[config.mk]
export PLATFORM = sky130hd
export DESIGN_NAME = if_fetch_flat
export DESIGN_NICKNAME = d
export VERILOG_FILES = /design/src/rtl/cpu_defs.sv /design/src/rtl/if_fetch_if.sv /design/src/rtl/if_pc_gen.sv /design/src/rtl/if_fetch.sv /design/src/flat_wrapper.sv
export SDC_FILE = /design/constraint.sdc
export NUM_CORES = 1
export LEC_CHECK = 0
export CAP_MARGIN = 5
export CORE_UTILIZATION = 44
export DETAILED_ROUTE_END_ITERATION = 10
export GPL_ROUTABILITY_DRIVEN = 0
export PLACE_DENSITY = 0.88
export SYNTH_ARGS = -nofsm -noshare
export SYNTH_HDL_FRONTEND = slang
export SYNTH_SLANG_ARGS = --single-unit
export TNS_END_PERCENT = 20
[constraint.sdc]
create_clock -name clk -period 7 [get_ports clk]
set_input_delay 1.05 -clock clk [delete_from_list [all_inputs] [get_ports clk]]
set_output_delay 1.05 -clock clk [all_outputs]
set_load 0.01 [all_outputs]
[src/rtl/cpu_defs.sv]
// Shared CPU definitions: reset/exception vectors, inter-stage bus widths
// and the fetch-stage state encoding.
package cpu_defs;

   localparam logic [31:0] RESET_PC       = 32'hBFC0_0000;
   localparam logic [31:0] EXC_ENTER_ADDR = 32'hBFC0_0380;

   localparam int IF_ID_BUS_W = 65;
   localparam int EXC_BUS_W   = 33;
   localparam int JBR_BUS_W   = 33;

   localparam logic [1:0] FS_REQ     = 2'd0;
   localparam logic [1:0] FS_WAIT    = 2'd1;
   localparam logic [1:0] FS_HOLD    = 2'd2;
   localparam logic [1:0] FS_DISCARD = 2'd3;

   typedef enum logic [1:0] {
      S_REQ     = FS_REQ,
      S_WAIT    = FS_WAIT,
      S_HOLD    = FS_HOLD,
      S_DISCARD = FS_DISCARD
   } fetch_state_e;

endpackage

[src/rtl/if_fetch_if.sv]
// SRAM-like instruction port: req/addr_ok request phase, data_ok/rdata
// response phase. The fetch stage is the master.
interface if_fetch_if;

   logic        inst_req;
   logic [31:0] inst_addr;
   logic        inst_addr_ok;
   logic        inst_data_ok;
   logic [31:0] inst_rdata;

   modport master (
      output inst_req, inst_addr,
      input  inst_addr_ok, inst_data_ok, inst_rdata
   );

   modport slave (
      input  inst_req, inst_addr,
      output inst_addr_ok, inst_data_ok, inst_rdata
   );

endinterface

[src/rtl/if_pc_gen.sv]
// Next-PC selection for the fetch stage: sequential step or a pending
// branch target captured from ID, applied after the delay slot.
module if_pc_gen
   import cpu_defs::*;
#(
   parameter logic [31:0] STEP = 32'd4
) (
   input  logic                 clk,
   input  logic                 resetn,
   input  logic [31:0]          pc,
   input  logic [JBR_BUS_W-1:0] jbr_bus,
   input  logic                 flush,
   input  logic                 consume,
   output logic [31:0]          next_pc
);

   logic        jbr_taken;
   logic [31:0] jbr_target;
   logic        br_pend;
   logic [31:0] br_target;

   assign {jbr_taken, jbr_target} = jbr_bus;

   // Only the registered copy steers next_pc, so a branch arriving during a
   // handoff redirects the fetch after the one being started.
   assign next_pc = br_pend ? br_target : pc + STEP;

   always_ff @(posedge clk) begin
      if (!resetn) begin
         br_pend <= 1'b0;
      end else if (flush) begin
         br_pend <= 1'b0;
      end else if (jbr_taken) begin
         br_pend <= 1'b1;
      end else if (consume) begin
         br_pend <= 1'b0;
      end
   end

   // NOTE: br_target is data qualified by br_pend, so it carries no reset.
   always_ff @(posedge clk) begin
      if (!flush && jbr_taken) begin
         br_target <= jbr_target;
      end
   end

endmodule

[src/rtl/if_fetch.sv]
// Instruction-fetch stage: owns the PC, fetches over the SRAM-like port and
// hands {adel, pc, inst} to ID. Define FETCH_PERF_CNT_EN for perf counters.
module if_fetch #(
   parameter logic [31:0] RESET_PC = cpu_defs::RESET_PC,
   parameter logic [31:0] PC_STEP  = 32'd4
) (
   input  logic                             clk,
   input  logic                             resetn,
   input  logic [cpu_defs::EXC_BUS_W-1:0]   exc_bus,
   input  logic                             cancel,
   input  logic [cpu_defs::JBR_BUS_W-1:0]   jbr_bus,
   input  logic                             ID_allow_in,
   if_fetch_if.master                       inst_if,
   output logic                             IF_over,
   output logic [cpu_defs::IF_ID_BUS_W-1:0] IF_ID_bus,
   output logic [31:0]                      IF_pc,
   output logic [31:0]                      fetch_cnt,
   output logic [31:0]                      discard_cnt
);

   import cpu_defs::fetch_state_e, cpu_defs::S_REQ, cpu_defs::S_WAIT,
          cpu_defs::S_HOLD, cpu_defs::S_DISCARD, cpu_defs::IF_ID_BUS_W;

   logic                   exc_valid;
   logic [31:0]            exc_pc;
   fetch_state_e           state, state_n;
   logic [31:0]            pc, pc_n, next_pc;
   logic [IF_ID_BUS_W-1:0] bus_q, bus_n;
   logic                   req, handoff, drop, flush_hold;

   assign {exc_valid, exc_pc} = exc_bus;

   if_pc_gen #(.STEP(PC_STEP)) u_pc_gen (
      .clk     (clk),
      .resetn  (resetn),
      .pc      (pc),
      .jbr_bus (jbr_bus),
      .flush   (exc_valid | cancel),
      .consume (handoff),
      .next_pc (next_pc)
   );

   always_comb begin
      state_n    = state;
      pc_n       = pc;
      bus_n      = bus_q;
      req        = 1'b0;
      handoff    = 1'b0;
      drop       = 1'b0;
      flush_hold = 1'b0;
      case (state)
         S_REQ: begin
            if (pc[1:0] != 2'b00) begin
               state_n = S_HOLD;
               bus_n   = {1'b1, pc, 32'd0};
            end else begin
               req = 1'b1;
               if (inst_if.inst_addr_ok) state_n = S_WAIT;
            end
         end
         S_WAIT: begin
            if (inst_if.inst_data_ok) begin
               state_n = S_HOLD;
               bus_n   = {1'b0, pc, inst_if.inst_rdata};
            end
         end
         S_HOLD: begin
            if (ID_allow_in) begin
               handoff = 1'b1;
               pc_n    = next_pc;
               state_n = S_REQ;
            end
         end
         S_DISCARD: begin
            if (inst_if.inst_data_ok) begin
               drop    = 1'b1;
               state_n = S_REQ;
            end
         end
         default: state_n = S_REQ;
      endcase

      // An exception redirect wins; an accepted request still owes a data_ok.
      if (exc_valid) begin
         pc_n    = exc_pc;
         bus_n   = bus_q;
         handoff = 1'b0;
         case (state)
            S_REQ:     state_n = (req && inst_if.inst_addr_ok) ? S_DISCARD : S_REQ;
            S_WAIT: begin
               drop    = inst_if.inst_data_ok;
               state_n = inst_if.inst_data_ok ? S_REQ : S_DISCARD;
            end
            S_HOLD: begin
               flush_hold = 1'b1;
               state_n    = S_REQ;
            end
            S_DISCARD: state_n = inst_if.inst_data_ok ? S_REQ : S_DISCARD;
            default:   state_n = S_REQ;
         endcase
      end
   end

   // NOTE: sequential state uses non-blocking assignments so every register
   // samples the pre-edge values computed by the combinational block.
   always_ff @(posedge clk) begin
      if (!resetn) begin
         state <= S_REQ;
         pc    <= RESET_PC;
         bus_q <= '0;
      end else begin
         state <= state_n;
         pc    <= pc_n;
         bus_q <= bus_n;
      end
   end

   assign inst_if.inst_req  = req & resetn;
   assign inst_if.inst_addr = pc;
   assign IF_over           = (state == S_HOLD) && !exc_valid;
   assign IF_ID_bus         = bus_q;
   assign IF_pc             = pc;

`ifdef FETCH_PERF_CNT_EN
   logic [31:0] fetch_q, discard_q;

   always_ff @(posedge clk) begin
      if (!resetn) begin
         fetch_q   <= '0;
         discard_q <= '0;
      end else begin
         if (handoff)           fetch_q   <= fetch_q + 32'd1;
         if (drop | flush_hold) discard_q <= discard_q + 32'd1;
      end
   end

   assign fetch_cnt   = fetch_q;
   assign discard_cnt = discard_q;
`else
   logic unused_perf;
   assign unused_perf = drop ^ flush_hold;
   assign fetch_cnt   = 32'd0;
   assign discard_cnt = 32'd0;
`endif

endmodule

[src/flat_wrapper.sv]
// flat-port wrapper written by rule: the top's interface ports become plain ports
module if_fetch_flat import cpu_defs::fetch_state_e, cpu_defs::S_REQ, cpu_defs::S_WAIT,
          cpu_defs::S_HOLD, cpu_defs::S_DISCARD, cpu_defs::IF_ID_BUS_W;
#(
   parameter logic [31:0] RESET_PC = cpu_defs::RESET_PC,
   parameter logic [31:0] PC_STEP  = 32'd4
)
  (clk, resetn, exc_bus, cancel, jbr_bus, ID_allow_in, IF_over, IF_ID_bus, IF_pc, fetch_cnt, discard_cnt, inst_if_inst_req, inst_if_inst_addr, inst_if_inst_addr_ok, inst_if_inst_data_ok, inst_if_inst_rdata);
  if_fetch_if inst_if_i ();
  input  logic clk;
  input  logic resetn;
  input  logic [cpu_defs::EXC_BUS_W-1:0] exc_bus;
  input  logic cancel;
  input  logic [cpu_defs::JBR_BUS_W-1:0] jbr_bus;
  input  logic ID_allow_in;
  output logic IF_over;
  output logic [cpu_defs::IF_ID_BUS_W-1:0] IF_ID_bus;
  output logic [31:0] IF_pc;
  output logic [31:0] fetch_cnt;
  output logic [31:0] discard_cnt;
  output wire logic [$bits(inst_if_i.inst_req)-1:0] inst_if_inst_req;
  output wire logic [$bits(inst_if_i.inst_addr)-1:0] inst_if_inst_addr;
  input wire logic [$bits(inst_if_i.inst_addr_ok)-1:0] inst_if_inst_addr_ok;
  input wire logic [$bits(inst_if_i.inst_data_ok)-1:0] inst_if_inst_data_ok;
  input wire logic [$bits(inst_if_i.inst_rdata)-1:0] inst_if_inst_rdata;
  assign inst_if_inst_req = inst_if_i.inst_req;
  assign inst_if_inst_addr = inst_if_i.inst_addr;
  assign inst_if_i.inst_addr_ok = inst_if_inst_addr_ok;
  assign inst_if_i.inst_data_ok = inst_if_inst_data_ok;
  assign inst_if_i.inst_rdata = inst_if_inst_rdata;
  if_fetch #(.RESET_PC(RESET_PC), .PC_STEP(PC_STEP)) u_core (.clk(clk), .resetn(resetn), .exc_bus(exc_bus), .cancel(cancel), .jbr_bus(jbr_bus), .ID_allow_in(ID_allow_in), .inst_if(inst_if_i), .IF_over(IF_over), .IF_ID_bus(IF_ID_bus), .IF_pc(IF_pc), .fetch_cnt(fetch_cnt), .discard_cnt(discard_cnt));
endmodule
======== Yosys cells after proc, flatten, opt, wreduce, memory -nomap -nowiden ========
Cells that the tools add are included.
word-level totals
  logic and storage cells ................. 59
  output and inout port bits .............. 195
  input port bits ......................... 104
  bits in registers ....................... 132
cells by class
  bitwise gates (word level) .............. 4
  add/subtract/negate cells ............... 1
  equal/unequal tests ..................... 9
  reductions and logical operators ........ 16
  mux-type cells .......................... 24
operators by type and width
  cell                   number
  $mux 65                2
  $pmux 65 s2            1
  $mux 32                4
  $add 32x3->32 const B  1
  $mux 2                 8
  $reduce_bool 2->1      5
  $ne 3x3->1 const B     3
  $pmux 2 s4             1
  $reduce_and 4->1       2
  $mux 1                 7
  $pmux 2 s3             1
  $eq 2x2->1 const B     2
  $ne 4x3->1 const B     1
  $reduce_or 2->1        2
  $logic_and 1x1->1      3
  $eq 2x1->1 const B     1
  $logic_not 1->1        2
  $logic_not 2->1        1
  $ne 2x1->1 const B     1
  $ne 2x2->1 const B     1
  $not 1->1              2
  $reduce_and 2->1       1
  $and 1x1->1            1
  $or 1x1->1             1

======== Longest topological paths before layout ========
Gate-level depths: netlist of the first run.
  word-level depth ........................ 7
  gate-level depth with buffers ........... 7

======== Cells and area by module ========
A second synthesis of the first run with hierarchy kept.
second synthesis, totals
  cell total of the unflattened synthesis .. 831
  area total of the unflattened synthesis .. 7599.8 um^2
modules (own cells, without submodules)
  module     cells each  times used  seq. area each (um^2)  area each (um^2)
  if_fetch   628         1           1981.9                 5615.4
  if_pc_gen  203         1           980.9                  1984.4

======== Least setup slack after synthesis of the first run ========
Ideal clock, no wire load.
  kind .................................... input port to flip-flop
  start point ............................. input exc_bus[32] (netlist name)
  end point ............................... register u_core.u_pc_gen.br_target[0] (enable)
  path buffers ............................ 3
  stages .................................. 4
  required time ........................... 6532 ps
  data arrival time ....................... 4035 ps
  slack ................................... 2497 ps
  path through ............................ buf_2 -> clkbuf_1 -> clkbuf_1 -> nor3b_1
on the way
  word-level cells in the longest chain between the ends .. 3
ends and longest elaborated chain
  item                    RTL line            text
  start: declaration      flat_wrapper.sv:12  input logic [cpu_defs::EXC_BUS_W-1:0] exc_bus;
  $or 1x1->1              if_fetch.sv:38      .flush (exc_valid | cancel),
  $logic_not 1->1         if_pc_gen.sv:42     if (!flush && jbr_taken) begin
  $logic_and 1x1->1       if_pc_gen.sv:42
  end signal: assignment  if_pc_gen.sv:43     br_target <= jbr_target;
  end: declaration        if_pc_gen.sv:20     logic [31:0] br_target;
Every way passes these cells.
A chain may end at the register's enable or synchronous reset.

======== Final worst setup path of the first run ========
  start point ............................. input exc_bus[32] (netlist name)
  end point ............................... output IF_over
on the way
  word-level cells in the longest chain between the ends .. 2
ends and longest elaborated chain
  item               RTL line            text
  $logic_not 1->1    if_fetch.sv:120     assign IF_over = (state == S_HOLD) && !exc_valid;
  $logic_and 1x1->1  if_fetch.sv:120
  end: declaration   flat_wrapper.sv:16  output logic IF_over;
Every way passes these cells.

==> impl_results.md, run 1 <==
- Fillers: 1071
- Startpoint Class: input pin
- CTS tree: built
- Inserted Diodes: 0
- Setup_tns: 0 ns
- Final std cells w/o fill: just over 1000
- Unrepaired setup endpoints after global routing: no
- Main synth FF type: dfxtp_1
- Crit-path cells: buf_2 -> inv_1 -> and3_1 -> clkdlybuf4s50_1
- First-pass GRT wire length: 27250 µm
- Initial DRC count: between 400 and 500
- Critical Path AT: about 2.6 ns
- DP Wirelength: roughly 12000 µm
- Die area: 14420 µm²
- Wire length per cell: roughly 17 µm
- Final #Nets: around 950
- Post-CTS Hold Fix Bufs: 0
- Worst hold path class: register to register
- Endpoints failing hold: 0
- Final Critical Period: 3.675 ns
- Achievable Freq: 272.1 MHz
- Vias in the first global route: ~5200
- Netlist cell types: 55
- Slew HR: between 9 and 10%
- Crit path max-delay family: buffers and inverters
- Synth top cells by count: 100 x dfxtp_1, 96 x buf_4, 82 x nand2_1, 55 x nor2_1, 44 x a21oi_1
- Synth warnings: 0
- Max-cap violations: 0
- CTS max path bufs: 2
- Avg Inst Size Synth: 9.251 µm²
- Cell taking the most area after synthesis: dfxtp_1
- Slowest CP cell: buf_2
- CP Max Fanout: 44
- Post-synthesis cell count: 663
- Root Driver: clkbuf_16
- Layout cells sized above 1: between 6 and 7%
- CTS Sinks: between 100 and 150
- Dpl cells: 1003
- H-Tree Depth: 4
- Cell Area, Synth: 6133 µm²
- Area Overhead vs Synth: 43.17%
- Final ANT Viol Nets: 0
- Die Y: approximately 120 µm
- FP Rows: 42
- Most frequent cell after synthesis: dfxtp_1
- Port Buffer Count: 234
- Largest net degree at the start of global routing: 74
- Post-synth top area share: 32.64%
- Clock-pin slew on the worst setup and hold paths: 0.06 ns
- Crit Path Class: input pin to output port
- Area contributors post-synth: dfxtp_1 33%, edfxtp_1 16%, buf_4 12%, a22oi_1 5.0%, nand2_1 5.0%
- Maximum vdd drop: 0.1753 mV
- PostCTS Resize Cnt: 0
- Status: finished clean
- Post-route clock period utilization: 52.50%
- I/O pin total: 299
- Crit path buf inv count: 3
- Setup Skew: 0.008486 ns
- Vias: 5453
- DR vias/cell: 5.269
- Num CTS Buffers: 17
- Skew-Pair Late Insertion Delay: 0.42 ns
- Grt ovf: 0
- Seq/Total Area, Yosys: between 40% and 50%
- Pleak: 3.147 nW
- Ys async rst share: 0%
- # Post-CTS Setup Buffers: 0
- Core ar.: 13400 µm²
- Drt total wl: between 15000 and 20000 µm
- Post-synth EDFFs: 32
- Drt pass-1 iters: 5
- Die W: 120.1 µm
- Synthesized flop and latch total: ~130
- Critical path capture point type: output port
- Final setup violation count: 0
- Starting Density: a little under half
- Overall routing resource usage: 24.59%
- Slew @ Worst Pin: 1.359 ns
- Final Max Slew Viols: 0
- Pwr Density: between 200 and 250 nW/µm²
- DR DRC count: 0
- Max stage delay on crit path: slightly below 0.7 ns
- Worst Path Required: 5.95 ns
- Initial antenna violation count: 0
-- where the power goes --
part           switching (mW)  internal [mW]  total [mW]
logic                   0.143          0.164       0.306
registers              0.0450          0.821       0.866
clock network           0.329          0.620       0.949
-- cell type report --
class	instances	area (µm²)	share of cell area, %
flip-flops and latches	132	2963	33.74
multi-input cells	445	2517	28.67
repair buffers	242	2397	27.30
clock buffers	23	543.0	6.184
well taps	176	220.2	2.508
clock inverters	9	108.9	1.240
inverters	8	31.28	0.3562
-- layer usage --
layer  wire, µm  track usage (%)  up-vias
met5          0                0        -
met4        348            9.531        0
met3       1359            7.177       28
met2       8856            41.09      259
met1       7183            29.61     2589
li1           -                -     2577
-- through the flow --
stage	area, µm²	utilization [%]	setup slack (ns)	total power, mW	hold WS [ns]
floorplan	6370	-	2.497	1.049	0.4683
global placement	8129	60.66	3.354	1.178	0.4412
detailed placement	8129	60.66	3.272	1.185	0.4453
CTS	8781	65.53	3.345	2.138	0.4531
global route	8781	65.53	3.219	2.199	0.4719
finish	8781	65.53	3.325	2.121	0.4517
-- cells in the final DEF (no fill, tap or decap), drive strengths merged, types with 15 or more instances in the layout --
master	n
a21oi	44
nand2	82
clkbuf	23
clkdlybuf4s50	233
edfxtp	32
a22oi	41
xnor2	15
conb	64
o21ai	20
nor2	55
nand3	15
dfxtp	100
-- final timing paths --
| path | start | to | slack [ns] | cells after the start |
|---|---|---|---|---|
| setup / recovery | exc_bus[32] | IF_over | 3.32 | 4 |
| hold / removal | u_core.IF_ID_bus[61]$_SDFFE_PN0P_ | u_core.IF_ID_bus[61]$_SDFFE_PN0P_ | 0.45 | 2 |
| setup reg to reg | u_core.state[0]$_SDFFE_PN0P_ | u_core.IF_pc[0]$_SDFFE_PN0P_ | 4.24 | 5 |
| hold reg to reg | u_core.IF_ID_bus[61]$_SDFFE_PN0P_ | u_core.IF_ID_bus[61]$_SDFFE_PN0P_ | 0.45 | 2 |
-- kinds of logic (layout without fill, tap and decap cells) --
kind of cell,Yosys count,in the layout,synth area share (%)
buffers and inverters,149,282,15.12
flip-flops,132,132,48.31
AND/OR/NAND/NOR,195,195,14.42
multiplexers,5,5,0.8364
XOR/XNOR,21,21,2.999
adder cells (fa/ha/maj),1,1,0.2040
other,1,64,0.06114
AO/OA/AOI/OAI,159,159,18.05
-- registers in the layout, indices dropped and copies added, names as in the netlist --
name / count
u_core.IF_ID_bus: 65
u_core.IF_pc: 32
u_core.state: 2
u_core.u_pc_gen.br_pend: 1
u_core.u_pc_gen.br_target: 32
-- tightest hold or removal path, stage by stage, from the launching register on --
cell     delay (ns)
dfxtp_1        0.30
nand2_1        0.05
a21oi_1        0.05
Power figures use the tool's default switching activity.
==> run 2: changes to the inputs <==
CORE_UTILIZATION = 41   (was 44)
PLACE_DENSITY = 0.83   (was 0.88)
clock period = 3.55 ns   (was 7 ns; I/O delays follow)
==> run 2 against run 1 <==
Net effect: clock skew shrank 0.00089 ns; global-route usage is 2.0 points lower; final area is essentially flat; via count increased by 0.11%; clock-buffer cell count unchanged; core utilization down 5.3 points; register-to-register slack lost 3.3 ns; clock power grew 79%; sequential power increased by 97%; total power up 89%; die area rose by 7.2%; critical path depth is 2 higher.
==> impl_results.md, run 2 (same netlist as run 1, synthesis figures left out) <==
- Area Overhead vs Synth: 43.19%
- Achievable Freq: just under 400 MHz
- DP Wirelength: 12420 µm
- Die W: 124.3 µm
- Setup_tns: 0 ns
- Post-CTS Hold Fix Bufs: 0
- Num CTS Buffers: 17
- Largest net degree at the start of global routing: 56
- DR vias/cell: between 5 and 6
- CTS tree: built
- DR DRC count: 0
- H-Tree Depth: 4
- Post-route clock period utilization: 72.71%
- CP Max Fanout: 9
- Critical Path AT: 2.88 ns
- Initial DRC count: between 400 and 500
- Inserted Diodes: 0
- Max FFs per register: 65
- Worst slack at placement: roughly 0.83 ns
- Setup Skew: 0.007594 ns
- CTS Sinks: 132
- Slowest CP cell: nor3_2
- Commonest non-fill, non-tap cells in the layout: 233 x clkdlybuf4s50_1, 100 x dfxtp_1, 82 x nand2_1
- CTS max path bufs: 2
- Grt ovf: 0
- Layout cells sized above 1: 6.705%
- PostCTS Resize Cnt: 0
- Final #Nets: 957
- Starting Density: 42.04%
- Final worst slack: 0.9688 ns
- Clock-pin slew on the worst setup and hold paths: 0.06 ns
- Slew HR: between 40 and 50%
- Port Buffer Count: between 200 and 250
- Crit Path Class: register to register
- Die Y: 124.3 µm
- Final std cells w/o fill: 1049
- Drt pass-1 iters: 6
- Skew-Pair Late Insertion Delay: 0.41 ns
- Maximum vdd drop: 0.2803 mV
- Max-cap violations: 0
- Drt total wl: 17800 µm
- Pleak: 3.151 nW
- Core ar.: 14590 µm²
- Vias in the first global route: slightly above 5000
- Final setup violation count: 0
- Vias: between 5000 and 6000
- Most common cell after layout, fill and taps aside: clkdlybuf4s50_1
- I/O pin total: between 200 and 300
- Die area: 15450 µm²
- Crit path max-delay family: simple AND/OR/NAND/NOR gates
- Initial antenna violation count: 0
- Worst Path Required: 3.85 ns
- Overall routing resource usage: 22.59%
- FP Rows: 44
- Crit-path cells: ha_1 -> nand4_1 -> nor3_2 -> nand4_1 -> xnor2_1 -> a221o_1
- End-of-flow core utilization: 60.20%
- Endpoints failing hold: 0
- Max stage delay on crit path: 0.59 ns
- Final Critical Period: 2.581 ns
- Slew @ Worst Pin: about 0.84 ns
- Crit path buf inv count: 0
- # Post-CTS Setup Buffers: 0
- Most frequent CP cell: nand4_1
- Worst hold path class: register to register
- Dpl cells: 1017
- Wire length per cell: 16.97 µm
- Critical path capture point type: register
- Root Driver: clkbuf_16
- Final ANT Viol Nets: 0
- Unrepaired setup endpoints after global routing: no
- Worst hold slack: 0.4527 ns
- First-pass GRT wire length: roughly 27000 µm
- Final Max Slew Viols: 0
- Status: finished clean
- Startpoint Class: register
- Pwr Density: between 400 and 500 nW/µm²
-- run 2: cell types whose count changed in the layout (fill, tap and decap cells not counted), moves of 2 or more --
cell,change
inv_4,+3
bufinv_16,-2
buf_4,+6
clkbuf_16,-2
clkbuf_8,+2
-- run 2: tightest hold or removal path, delay by kind of cell, from the launching register on --
family             cells  cell delay, ns
and+or+nand+nor        1            0.05
DFF                    1            0.31
AOI/OAI and AO/OA      1            0.05
-- run 2: worst paths after layout --
kind / from / end / slack [ns] / cells past startpoint
hold reg to reg: u_core.IF_ID_bus[50]$_SDFFE_PN0P_ / u_core.IF_ID_bus[50]$_SDFFE_PN0P_ / 0.45 / 2
hold / removal: u_core.IF_ID_bus[50]$_SDFFE_PN0P_ / u_core.IF_ID_bus[50]$_SDFFE_PN0P_ / 0.45 / 2
setup reg to reg: u_core.IF_pc[2]$_SDFFE_PN0P_ / u_core.IF_pc[28]$_SDFFE_PN1P_ / 0.97 / 6
setup / recovery: u_core.IF_pc[2]$_SDFFE_PN0P_ / u_core.IF_pc[28]$_SDFFE_PN1P_ / 0.97 / 6
-- run 2: metrics by stage --
| stage | instance area [µm²] | total power, mW |
|---|---|---|
| 6_report | 8782 | 4.016 |
| 5_1_grt | 8782 | 4.161 |
| 4_1_cts | 8782 | 4.036 |
| 3_5_place_dp | 8199 | 2.346 |
| 3_3_place_gp | 8199 | 2.332 |
| 2_1_floorplan | 6375 | 2.068 |
-- run 2: report_power, final --
group          switching [mW]  internal, mW  total, mW
clock network           0.663          1.04       1.70
logic                   0.285         0.327      0.613
registers              0.0872          1.62       1.71
-- run 2: cell type report --
class | instances | area [µm²]
clock buffers | 23 | 520.5
clock inverters | 9 | 62.56
fillers | 1226 | 5807
inverters | 8 | 31.28
multi-input cells | 445 | 2532
flip-flops and latches | 132 | 2963
well taps | 184 | 230.2
repair buffers | 248 | 2442
-- run 2: layer usage --
| metal | GRT usage (%) | vias up | routed length (µm) |
|---|---|---|---|
| met3 | 6.143 | 23 | 1335 |
| met4 | 9.072 | 0 | 281 |
| met2 | 37.24 | 254 | 8723 |
| met5 | 0 | - | 0 |
| li1 | - | 2580 | - |
| met1 | 27.86 | 2602 | 7456 |
==> run 3: changes to the inputs <==
CORE_UTILIZATION = 37   (was 41)
PLACE_DENSITY = 0.79   (was 0.83)
clock period = 2.2 ns   (was 3.55 ns; I/O delays follow)
==> run 3 against run 2 <==
Net effect: routed wire length rose by 2.0%; non-clock buffer count rose by 33; final area rose by 4.6%; global-route usage fell by 1.3 points; largest cell class unchanged; highest routed layer is now met5; sequential share of layout area fell by 1.5 points; sequential power rose by 59%; via count rose by 2.3%; clock power rose by 75%; setup slack got worse by 0.84 ns; first-iteration DRC count rose by 11%.
==> impl_results.md, run 3 (same netlist as run 1, synthesis figures left out) <==
- Status: finished clean
- Endpoints failing hold: 0
- Maximum vdd drop: just under 0.5 mV
- Inserted Diodes: 0
- Vias: 5586
- Slowest CP cell: clkdlybuf4s50_1
- Die area: between 15000 and 20000 µm²
- DP Wirelength: 13000 µm
- Clk network pwr share: a little over two fifths
- Commonest non-fill, non-tap cells in the layout: 232 x clkdlybuf4s50_1, 97 x dfxtp_1, 82 x nand2_1
- I/O pin total: 299
- Pwr Density: 737.9 nW/µm²
- Max FFs per register: 65
- Final Critical Period: 2.068 ns
- Core ar.: between 15000 and 20000 µm²
- H-Tree Depth: 4
- Final #Nets: 990
- Port Buffer Count: 234
- Post-CTS Hold Fix Bufs: 0
- Initial antenna violation count: 1
- Flop pwr share: about two fifths
- Layout cells sized above 1: a little over a tenth
- CTS Sinks: 132
- Worst hold path class: register to register
- Internal Pwr Total: ~5.0 mW
- Setup Skew: 0.006437 ns
- Max-cap violations: 0
- Placement Cell Area: 8537 µm²
- Slew HR: 55.50%
- Unrepaired setup endpoints after global routing: no
- Die W: ~130 µm
- Achievable Freq: 483.5 MHz
- Final Max Slew Viols: 0
- Crit Path Class: register to output port
- Post-route clock period utilization: between 90% and 100%
- Largest net degree at the start of global routing: 63
- CTS max path bufs: 2
- Wire length per cell: 16.29 µm
- Starting Density: 38.20%
- Max stage delay on crit path: about 0.55 ns
- Critical path capture point type: output port
- Grt ovf: 0
- Most common cell after layout, fill and taps aside: clkdlybuf4s50_1
- Crit-path cells: inv_1 -> and3_1 -> clkdlybuf4s50_1
- CTS tree: built
- FP Rows: 46
- Setup_tns: 0 ns
- Die Y: 130.8 µm
- Area Overhead vs Synth: 49.82%
- FF/Latch Area: 2967 µm²
- Comb power frac: 16.2%
- Drt total wl: 18150 µm
- Startpoint Class: register
- Psw: between 1.5 and 2 mW
- Switching Fraction: 25.70%
- Worst Path Required: 1.87 ns
- First-pass GRT wire length: between 20000 and 30000 µm
- Critical Path AT: 1.74 ns
- Slew @ Worst Pin: about 0.67 ns
- Final setup violation count: 0
- Skew-Pair Late Insertion Delay: 0.42 ns
- Drt pass-1 iters: 7
- Fin area: approximately 9000 µm²
- Num CTS Buffers: 17
- Root Driver: clkbuf_16
- Pleak: 3.380 nW
- Overall routing resource usage: a little over a fifth
- # Post-CTS Setup Buffers: 0
- Clock-pin slew on the worst setup and hold paths: 0.06 ns
- Initial DRC count: between 400 and 500
- End-of-flow core utilization: roughly 57%
- Final ANT Viol Nets: 0
- Fillers: between 1000 and 1500
- DR DRC count: 0
- Footprint of the multi-input gates: 2547 µm²
- CP Max Fanout: 7
- DR vias/cell: 5.014
- Crit path buf inv count: 2
- Crit path max-delay family: buffers and inverters
- Vias in the first global route: 5174
-- run 3: timing repair --
| action | in CTS | in global routing |
|---|---|---|
| endpoints found under the setup margin | 2 | 1 |
| pin swaps | 1 | 1 |
| resized for setup | 5 | 1 |
-- run 3: power by group through the flow --
stage / logic, mW / clock network [mW] / registers (mW)
3_5_place_dp: 1.09 / 0 / 2.76
5_1_grt: 1.19 / 3.14 / 2.73
3_3_place_gp: 1.08 / 0 / 2.76
4_1_cts: 1.10 / 3.03 / 2.71
6_report: 1.10 / 2.97 / 2.72
2_1_floorplan: 0.543 / 0 / 2.80
-- run 3: layout make-up --
cell class                      instances  share of cell area, %
Tap cell                              216                  2.941
Clock inverter                         11                  1.144
Clock buffer                           21                  5.719
Multi-Input combinational cell        445                  27.72
Sequential cell                       132                  32.28
Timing Repair Buffer                  281                  29.85
Inverter                                8                 0.3404
-- run 3: path summary, 6_finish.rpt --
check,startpoint,endpoint,slack (ns),cells past startpoint
min,u_core.IF_ID_bus[49]$_SDFFE_PN0P_,u_core.IF_ID_bus[49]$_SDFFE_PN0P_,0.45,2
min reg2reg,u_core.IF_ID_bus[49]$_SDFFE_PN0P_,u_core.IF_ID_bus[49]$_SDFFE_PN0P_,0.45,2
max reg2reg,u_core.IF_pc[6]$_SDFFE_PN0P_,u_core.IF_pc[15]$_SDFFE_PN0P_,0.28,5
max,u_core.state[0]$_SDFFE_PN0P_,IF_over,0.13,3
-- run 3: per-stage QoR --
| step | setup WS, ns | power, mW | instances | hold slack [ns] |
|---|---|---|---|---|
| 6_report | 0.1317 | 6.780 | 1114 | 0.4515 |
| 5_1_grt | 0.07346 | 7.060 | 1114 | 0.4474 |
| 4_1_cts | 0.02894 | 6.848 | 1114 | 0.4413 |
| 3_5_place_dp | 0.1685 | 3.853 | 1082 | 0.4462 |
| 3_3_place_gp | 0.2619 | 3.834 | 1082 | 0.4417 |
| 2_1_floorplan | 0.03168 | 3.339 | 726 | 0.4087 |
-- run 3: layer usage --
| layer | vias up | share of wire [%] | global-route usage (%) |
|---|---|---|---|
| met1 | 2605 | 41 | 26.49 |
| li1 | 2649 | - | - |
| met5 | - | 0.072 | 0 |
| met2 | 304 | 49 | 34.55 |
| met3 | 26 | 9.2 | 6.759 |
| met4 | 2 | 1.5 | 7.640 |
-- run 3: tightest hold or removal path: stages, from the launching register on --
cell and delay [ns]:
dfxtp_1 0.31, nand2_1 0.05, a21oi_1 0.05
